### config.mk
export PLATFORM = sky130hd
export DESIGN_NAME = alu_mc
export DESIGN_NICKNAME = d
export VERILOG_FILES = /design/src/rtl/alu_pkg.sv /design/src/rtl/alu_muldiv_iter.sv /design/src/rtl/alu_mc.sv
export SDC_FILE = /design/constraint.sdc
export NUM_CORES = 1
export LEC_CHECK = 0
export ABC_AREA = 1
export CAP_MARGIN = 30
export CELL_PAD_IN_SITES_DETAIL_PLACEMENT = 0
export CELL_PAD_IN_SITES_GLOBAL_PLACEMENT = 1
export CORE_ASPECT_RATIO = 1.4
export CORE_MARGIN = 10
export CORE_UTILIZATION = 46
export DETAILED_ROUTE_END_ITERATION = 10
export GPL_TIMING_DRIVEN = 0
export PLACE_DENSITY = 0.95
export SYNTH_ARGS = -nofsm -noshare
export SYNTH_HDL_FRONTEND = slang
export SYNTH_HIERARCHICAL = 1
export SYNTH_SLANG_ARGS = --single-unit
### constraint.sdc
create_clock -name clk -period 4.2 [get_ports clk]
set_input_delay 1.26 -clock clk [delete_from_list [all_inputs] [get_ports clk]]
set_output_delay 1.26 -clock clk [all_outputs]
set_load 0.02 [all_outputs]
### src/rtl/alu_pkg.sv
// Shared definitions for the multi-cycle ALU: op codes, handshake FSM
// encoding and the op classification helper.
package alu_pkg;

    localparam logic [3:0] OP_ADD  = 4'd0;
    localparam logic [3:0] OP_SUB  = 4'd1;
    localparam logic [3:0] OP_AND  = 4'd2;
    localparam logic [3:0] OP_OR   = 4'd3;
    localparam logic [3:0] OP_XOR  = 4'd4;
    localparam logic [3:0] OP_NOR  = 4'd5;
    localparam logic [3:0] OP_SLT  = 4'd6;
    localparam logic [3:0] OP_SLTU = 4'd7;
    localparam logic [3:0] OP_SLL  = 4'd8;
    localparam logic [3:0] OP_SRL  = 4'd9;
    localparam logic [3:0] OP_SRA  = 4'd10;
    localparam logic [3:0] OP_MULU = 4'd11;
    localparam logic [3:0] OP_DIVU = 4'd12;

    typedef enum logic [1:0] {
        ST_IDLE = 2'd0,
        ST_BUSY = 2'd1,
        ST_DONE = 2'd2
    } state_t;

    function automatic logic is_multicycle(input logic [3:0] op_v);
        is_multicycle = (op_v == OP_MULU) || (op_v == OP_DIVU);
    endfunction

endpackage

### src/rtl/alu_muldiv_iter.sv
// Iterative unsigned multiply (shift-add) and restoring divide, one bit per
// cycle. done is a one-cycle pulse alongside the final iteration's value.
module alu_muldiv_iter
    import alu_pkg::*;
#(
    parameter int WIDTH = 32
) (
    input  logic             clk,
    input  logic             rst_n,
    input  logic             start,
    input  logic             is_div,
    input  logic [WIDTH-1:0] a,
    input  logic [WIDTH-1:0] b,
    output logic             done,
    output logic [WIDTH-1:0] lo,
    output logic [WIDTH-1:0] hi
);

    localparam int SHW = $clog2(WIDTH);
    localparam logic [SHW-1:0] CNT_LAST = SHW'(WIDTH - 1);

    logic                 busy_r;
    logic                 is_div_r;
    logic [SHW-1:0]       cnt_r;
    logic [2*WIDTH-1:0]   acc_r;
    logic [WIDTH-1:0]     opnd_r;
    logic [2*WIDTH-1:0]   acc_nxt_s;
    logic [WIDTH:0]       mul_sum_s;
    logic [WIDTH:0]       div_trial_s;

    // One iteration of either algorithm; the carry/borrow bit is kept in the extra MSB
    always_comb begin
        mul_sum_s   = {1'b0, acc_r[2*WIDTH-1:WIDTH]} +
                      (acc_r[0] ? {1'b0, opnd_r} : {(WIDTH+1){1'b0}});
        div_trial_s = {acc_r[2*WIDTH-1:WIDTH], acc_r[WIDTH-1]} - {1'b0, opnd_r};
        if (is_div_r) begin
            if (div_trial_s[WIDTH] == 1'b0) begin
                acc_nxt_s = {div_trial_s[WIDTH-1:0], acc_r[WIDTH-2:0], 1'b1};
            end else begin
                acc_nxt_s = {acc_r[2*WIDTH-2:0], 1'b0};
            end
        end else begin
            acc_nxt_s = {mul_sum_s, acc_r[WIDTH-1:1]};
        end
    end

    assign done = busy_r && (cnt_r == CNT_LAST);
    assign lo   = acc_nxt_s[WIDTH-1:0];
    assign hi   = acc_nxt_s[2*WIDTH-1:WIDTH];

    // Operand latch, accumulator and iteration counter
    always_ff @(posedge clk or negedge rst_n) begin
        if (!rst_n) begin
            busy_r   <= 1'b0;
            is_div_r <= 1'b0;
            cnt_r    <= {SHW{1'b0}};
            acc_r    <= {(2*WIDTH){1'b0}};
            opnd_r   <= {WIDTH{1'b0}};
        end else if (start) begin
            busy_r   <= 1'b1;
            is_div_r <= is_div;
            cnt_r    <= {SHW{1'b0}};
            acc_r    <= {{WIDTH{1'b0}}, (is_div ? a : b)};
            opnd_r   <= is_div ? b : a;
        end else if (busy_r) begin
            busy_r   <= !done;
            cnt_r    <= cnt_r + {{(SHW-1){1'b0}}, 1'b1};
            acc_r    <= acc_nxt_s;
        end
    end

endmodule

### src/rtl/alu_mc.sv
// Registered multi-cycle ALU with valid/ready on both sides. Single-cycle ops
// complete in one clock; MULU/DIVU iterate in alu_muldiv_iter.
module alu_mc
    import alu_pkg::*;
#(
    parameter int WIDTH = 32
) (
    input  logic             clk,
    input  logic             rst_n,
    input  logic             in_valid,
    output logic             in_ready,
    input  logic [3:0]       op,
    input  logic [WIDTH-1:0] a,
    input  logic [WIDTH-1:0] b,
    output logic             out_valid,
    input  logic             out_ready,
    output logic [WIDTH-1:0] result,
    output logic [WIDTH-1:0] hi,
    output logic             zero,
    output logic             ovf,
    output logic             dz,
    output logic             err
);

    localparam int SHW = $clog2(WIDTH);

    state_t           state_r, state_nxt_s;
    logic [WIDTH-1:0] result_r, hi_r;
    logic             zero_r, ovf_r, dz_r, err_r;
    logic             accept_s, mc_start_s, iter_done_s;
    logic [WIDTH-1:0] iter_lo_s, iter_hi_s;
    logic [WIDTH-1:0] sc_res_s, sc_hi_s;
    logic             sc_ovf_s, sc_dz_s, sc_err_s;
    logic [WIDTH-1:0] sum_s, diff_s, bneg_s;
    logic [SHW-1:0]   shamt_s;

    assign in_ready  = (state_r == ST_IDLE);
    assign out_valid = (state_r == ST_DONE);
    assign result    = result_r;
    assign hi        = hi_r;
    assign zero      = zero_r;
    assign ovf       = ovf_r;
    assign dz        = dz_r;
    assign err       = err_r;

    assign accept_s   = in_valid && in_ready;
    // Divide by zero never enters the iterator; it retires like a single-cycle op
    assign mc_start_s = accept_s && is_multicycle(op) &&
                        !((op == OP_DIVU) && (b == {WIDTH{1'b0}}));
    assign sum_s      = a + b;
    assign bneg_s     = ~b + {{(WIDTH-1){1'b0}}, 1'b1};
    assign diff_s     = a + bneg_s;
    assign shamt_s    = b[SHW-1:0];

    alu_muldiv_iter #(.WIDTH(WIDTH)) u_iter (
        .clk    (clk),
        .rst_n  (rst_n),
        .start  (mc_start_s),
        .is_div (op == OP_DIVU),
        .a      (a),
        .b      (b),
        .done   (iter_done_s),
        .lo     (iter_lo_s),
        .hi     (iter_hi_s)
    );

    // Single-cycle results and flags
    always_comb begin
        sc_res_s = {WIDTH{1'b0}};
        sc_hi_s  = {WIDTH{1'b0}};
        sc_ovf_s = 1'b0;
        sc_dz_s  = 1'b0;
        sc_err_s = 1'b0;
        case (op)
            OP_ADD: begin
                sc_res_s = sum_s;
                sc_ovf_s = (a[WIDTH-1] == b[WIDTH-1]) && (sum_s[WIDTH-1] != a[WIDTH-1]);
            end
            OP_SUB: begin
                sc_res_s = diff_s;
                sc_ovf_s = (a[WIDTH-1] == bneg_s[WIDTH-1]) && (diff_s[WIDTH-1] != a[WIDTH-1]);
            end
            OP_AND:  sc_res_s = a & b;
            OP_OR:   sc_res_s = a | b;
            OP_XOR:  sc_res_s = a ^ b;
            OP_NOR:  sc_res_s = ~(a | b);
            OP_SLT:  sc_res_s = {{(WIDTH-1){1'b0}}, ($signed(a) < $signed(b))};
            OP_SLTU: sc_res_s = {{(WIDTH-1){1'b0}}, (a < b)};
            OP_SLL:  sc_res_s = a << shamt_s;
            OP_SRL:  sc_res_s = a >> shamt_s;
            OP_SRA:  sc_res_s = $unsigned($signed(a) >>> shamt_s);
            OP_MULU: sc_res_s = {WIDTH{1'b0}};
            OP_DIVU: begin
                if (b == {WIDTH{1'b0}}) begin
                    sc_res_s = {WIDTH{1'b1}};
                    sc_hi_s  = a;
                    sc_dz_s  = 1'b1;
                end else begin
                    sc_res_s = {WIDTH{1'b0}};
                end
            end
            default: sc_err_s = 1'b1;
        endcase
    end

    // Handshake FSM state register
    always_ff @(posedge clk or negedge rst_n) begin
        if (!rst_n) begin
            state_r <= ST_IDLE;
        end else begin
            state_r <= state_nxt_s;
        end
    end

    // Handshake FSM next-state logic
    always_comb begin
        state_nxt_s = state_r;
        case (state_r)
            ST_IDLE: begin
                if (mc_start_s) begin
                    state_nxt_s = ST_BUSY;
                end else if (accept_s) begin
                    state_nxt_s = ST_DONE;
                end else begin
                    state_nxt_s = ST_IDLE;
                end
            end
            ST_BUSY: begin
                if (iter_done_s) begin
                    state_nxt_s = ST_DONE;
                end else begin
                    state_nxt_s = ST_BUSY;
                end
            end
            ST_DONE: begin
                if (out_ready) begin
                    state_nxt_s = ST_IDLE;
                end else begin
                    state_nxt_s = ST_DONE;
                end
            end
            default: state_nxt_s = ST_IDLE;
        endcase
    end

    // Result and flag registers: loaded on retire, cleared when an iteration starts
    always_ff @(posedge clk or negedge rst_n) begin
        if (!rst_n) begin
            result_r <= {WIDTH{1'b0}};
            hi_r     <= {WIDTH{1'b0}};
            zero_r   <= 1'b0;
            ovf_r    <= 1'b0;
            dz_r     <= 1'b0;
            err_r    <= 1'b0;
        end else if (mc_start_s) begin
            result_r <= {WIDTH{1'b0}};
            hi_r     <= {WIDTH{1'b0}};
            zero_r   <= 1'b0;
            ovf_r    <= 1'b0;
            dz_r     <= 1'b0;
            err_r    <= 1'b0;
        end else if (accept_s) begin
            result_r <= sc_res_s;
            hi_r     <= sc_hi_s;
            zero_r   <= (sc_res_s == {WIDTH{1'b0}});
            ovf_r    <= sc_ovf_s;
            dz_r     <= sc_dz_s;
            err_r    <= sc_err_s;
        end else if ((state_r == ST_BUSY) && iter_done_s) begin
            result_r <= iter_lo_s;
            hi_r     <= iter_hi_s;
            zero_r   <= (iter_lo_s == {WIDTH{1'b0}});
            ovf_r    <= 1'b0;
            dz_r     <= 1'b0;
            err_r    <= 1'b0;
        end
    end

endmodule

==> summary.md <==
| Metric | Value |
|---|---|
| Status | `complete, but fails checks` |
| Violations in the final reports | `negative setup slack` |
| Final clock period utilization by the worst path | `1.12` |
| Combinational cell fraction of total power | `0.744` |
| Critical Path AT | `5.09 ns` |
| Number of design-rule violations left by the first detailed-router iteration | `3997` |
| Die outline height | `303 um` |
| Max-capacitance violation count | `0` |
| Mean Syn Cell Area | `5.55 um^2` |
| H-Tree Depth | `4` |
| Final hold vios | `0` |
| XOR/XNOR share of the synthesized area | `0.0170` |
| Slowest stage delay, CP | `0.84 ns` |
| Post-detailed-placement half-perimeter wirelength | `between 100000 and 150000 um` |
| Root buffer selected by CTS | `sky130_fd_sc_hd__clkbuf_16` |
| Setup slack of the critical path after layout | `-0.483 ns` |
| CP max FO | `8` |
| Leading cell type in the layout, fill and taps excluded | `sky130_fd_sc_hd__nand2_1` |
| Post-layout minimum cycle time | `4.68 ns` |
| Detailed-route via count | `between 30000 and 40000` |
| Netlist cell types | `58` |
| Compound-cell area share of the yosys netlist | `0.134` |
| Required time at the endpoint of the critical path | `4.60 ns` |
| Buffers added on ports | `141` |
| Cell types with the largest area share after synthesis | `sky130_fd_sc_hd__nand2_1, sky130_fd_sc_hd__dfrtp_1, sky130_fd_sc_hd__nand3_1` |
| Pin slew with the least headroom to its limit | `1.38 ns` |
| Worst reg2reg path startpoint | `u_iter/acc_r[31]$_DFFE_PN0P_` |
| Area leader, netlist | `sky130_fd_sc_hd__nand2_1` |
| Timing-limited maximum frequency | `0.214 GHz` |
| Number of synthesized register bits | `173` |
| Number of remaining DRC errors | `0` |
| Commonest cells after routing, fill and taps aside | `sky130_fd_sc_hd__nand2_1, sky130_fd_sc_hd__inv_1, sky130_fd_sc_hd__nand3_1` |
| Worst path most repeated cell | `sky130_fd_sc_hd__nand2_1` |
| Net switching share of the total power | `0.586` |
| Weighted congestion reported at the end of routability-driven placement | `1.20` |
| TritonCTS clock tree | `done` |
| Worst slack, placed | `-2.58 ns` |
| First-pass iteration count of the detailed router | `9` |
| WHS Path Cells | `2` |
| Number of ports placed on the die boundary | `142` |
| Reg power frac | `0.164` |
| DR vias/cell | `6.09` |
| Die W | `222 um` |
| Type of element capturing the critical path | `flip-flop` |
| Number of buffers added by the clock tree synthesis step | `17` |
| Total length of routed wires | `161000 um` |
| Worst min-delay path endpoint | `result[21]$_DFFE_PN0P_` |
| Worst clock skew | `0.0169 ns` |
| Share of Yosys cell area claimed by the top area cell type | `0.232` |
| Clock-pin slew reported for the worst setup and hold paths after clock tree synthesis | `0.09 ns` |
| Post-Syn Nets | `5009` |
| Sinks on Clock Net | `between 150 and 200` |
| Share of synthesized area spent on multiplexers | `0` |
| Hold path startpoint | `result[21]$_DFFE_PN0P_` |
| Row Count | `roughly 100` |
| Core box area | `between 0.05 and 0.06 mm^2` |
| Worst r2r dst | `zero$_DFFE_PN0P_` |
| Sequential-to-total area share from yosys stat | `0.165` |
| Clock group share of total power | `0.092` |
| Via count of the first global-routing pass | `33700` |
| Initial antenna violation count | `10` |
| Internal power summed over all cells | `roughly 7600 uW` |
| Register-to-register path setup slack | `roughly 0.11 ns` |
| Global-route usage over all layers | `0.466` |
| Number of max-slew violations in the final report | `0` |
| Setup TNS after final layout | `-2.29 ns` |
| Post-layout nets | `5270` |
| Sum of overflow across all layers after global routing | `0` |
| Area Growth Syn to Fin | `21.9%` |
| Pwr per Cell Area | `570 mW/mm^2` |
| CP cell instances | `clkdlybuf4s15_1, inv_1, ha_1, buf_2, nand2_1, inv_1, nand2_1, nand2_1, a21oi_1, nor2_1, nor2_1, nand3_1, nand3_1, nand3_4, nor2_1, nand2_1, nor2_2, nand3_2, nand2_2, nand2_2, nand2_1` |
| Post-Route Utilization | `0.567` |
| Fraction of layout instances using a drive strength above 1 | `0.125` |
| CTS max path bufs | `2` |
| Tot Pwr | `18300 uW` |
| Post-Synth Adder-Cell Area | `0.0983` |
| Highest-delay cell along the critical path | `sky130_fd_sc_hd__clkdlybuf4s15_1` |
| Worst ir drop on vdd | `~390 uV` |
| Max transition margin | `0.0798` |
| Path depth of the worst reg2reg path | `23` |
| Synthesized netlist cell count | `~4700` |
| Static Leakage | `approximately 0.017 uW` |
| Hold crit path type | `reg -> reg` |
| Pin count of the biggest net entering global routing | `100` |
| Total of warnings raised by yosys | `6` |
| Kind of critical path | `in -> reg` |
| Setup Viol. Count Final | `18` |
| Die footprint | `between 0.06 and 0.07 mm^2` |
| Initial Utilization | `0.465` |
| Number of non-filler instances in the completed layout | `5747` |
| Main combinational cell family by area after synthesis | `simple AND/OR/NAND/NOR gates` |
| Detailed-route wire length per cell | `~28 um` |
| Global-route wire length before repair | `229000 um` |
| Post-synthesis share of cell area spent on and, or, nand and nor gates | `0.461` |
| Switching Power | `10700 uW` |
| Startpoint kind of the worst setup timing path | `primary input` |
| Setup repair after global routing missed its margin | `true` |
| Clock network latency to the later pin of the worst-skew pair | `0.46 ns` |
| Netlist Area Pre-Place | `0.0263 mm^2` |
| Number of instances in the placed design | `about 5600` |
| Post-DRT Antenna Nets | `0` |
-- power groups by stage --
stage / registers (uW) / logic [uW] / clock network, uW
after floorplan: 3130 / 7930 / 0
after global placement: 2970 / 12500 / 0
after detailed placement: 2980 / 12600 / 0
after CTS: 2960 / 12800 / 1680
after global routing: 3060 / 14800 / 1750
final: 2990 / 13600 / 1690
-- registers in the layout, indices dropped and copies added (netlist names) --
name             count
ovf                  1
u_iter/cnt_r         5
u_iter/is_div_r      1
dz                   1
zero                 1
u_iter/opnd_r       32
result              32
err                  1
state_r              2
u_iter/busy_r        1
u_iter/acc_r        64
hi                  32
-- critical path: cells and delay by family --
family,cells,cell delay (ns)
AO/OA/AOI/OAI,1,0.35
adder cells (fa/ha/maj),1,0.34
buffers and inverters,4,1.30
AND/OR/NAND/NOR,15,1.81
-- cell usage after synthesis (all sizes together) --
cell     instances
o221ai           7
a22oi           21
a21boi           1
or3              1
o2111ai          1
nand4           57
a21oi          238
dfrtp          173
o311a            1
clkinv           2
clkbuf          83
o41ai            1
nor4            11
nor3            40
xor2            38
a21o             9
and3             1
a22o             2
or2             10
buf             73
nand3b          26
ha             200
and2            35
o21a             8
xnor2           13
fa               4
nor2           376
a31oi            1
o21bai          13
nand2         1657
o211ai          13
o22ai           14
a211oi           3
nand3          610
o311ai           1
inv            675
o21ai          311
o31ai            3
-- how the worst max path moves through the flow --
stage / slack, ns / endpoint / from
final: -0.48 / zero$_DFFE_PN0P_ / a[12]
after global routing: -0.53 / zero$_DFFE_PN0P_ / b[1]
after CTS: -0.33 / zero$_DFFE_PN0P_ / b[0]
after detailed placement: -2.58 / zero$_DFFE_PN0P_ / b[2]
after global placement: -5.48 / hi[9]$_DFFE_PN0P_ / rst_n
after floorplan: 0.001 / zero$_DFFE_PN0P_ / b[0]
-- metal layers --
layer	global-route usage	up-vias	wire, um
met5	0.00501	-	29
met4	0.510	4	22800
met3	0.144	980	15900
met2	0.762	2241	72300
met1	0.446	16100	50200
li1	-	15700	-
-- metrics by stage --
| stage | cell area, um^2 | hold WS [ns] |
|---|---|---|
| global placement | 28700 | 0.454 |
| finish | 32000 | 0.477 |
| global route | 32000 | 0.489 |
| detailed placement | 28700 | 0.460 |
| floorplan | 26400 | 0.433 |
| CTS | 30600 | 0.471 |
-- cells by family after synthesis --
| logic type | after synthesis |
|---|---|
| and+or+nand+nor | 2824 |
| AOI/OAI and AO/OA | 648 |
| buffers and inverters | 833 |
| xor gates and xnor gates | 51 |
| DFF | 173 |
| adders and majority gates | 204 |
-- area by class of cell --
class	instances	area [um^2]
multi-input combinational	3727	20300
timing repair buffer	244	2390
inverter	677	2600
sequential	173	4330
antenna	5	12.5
tap	735	920
buffer	153	827
clock inverter	14	176
timing repair inverter	1	8.76
fill	6056	24400
clock buffer	18	429
-- repair_timing --
| action | 4_1_cts | 5_1_grt |
|---|---|---|
| resized for setup | 326 | 284 |
| gates cloned | 1 | 0 |
| setup buffers | 45 | 39 |
| hold buffers | 0 | 0 |
| pin swaps | 79 | 124 |
| endpoints found under the setup margin | 168 | 97 |
Note: power is estimated with default switching activity, not from simulation.
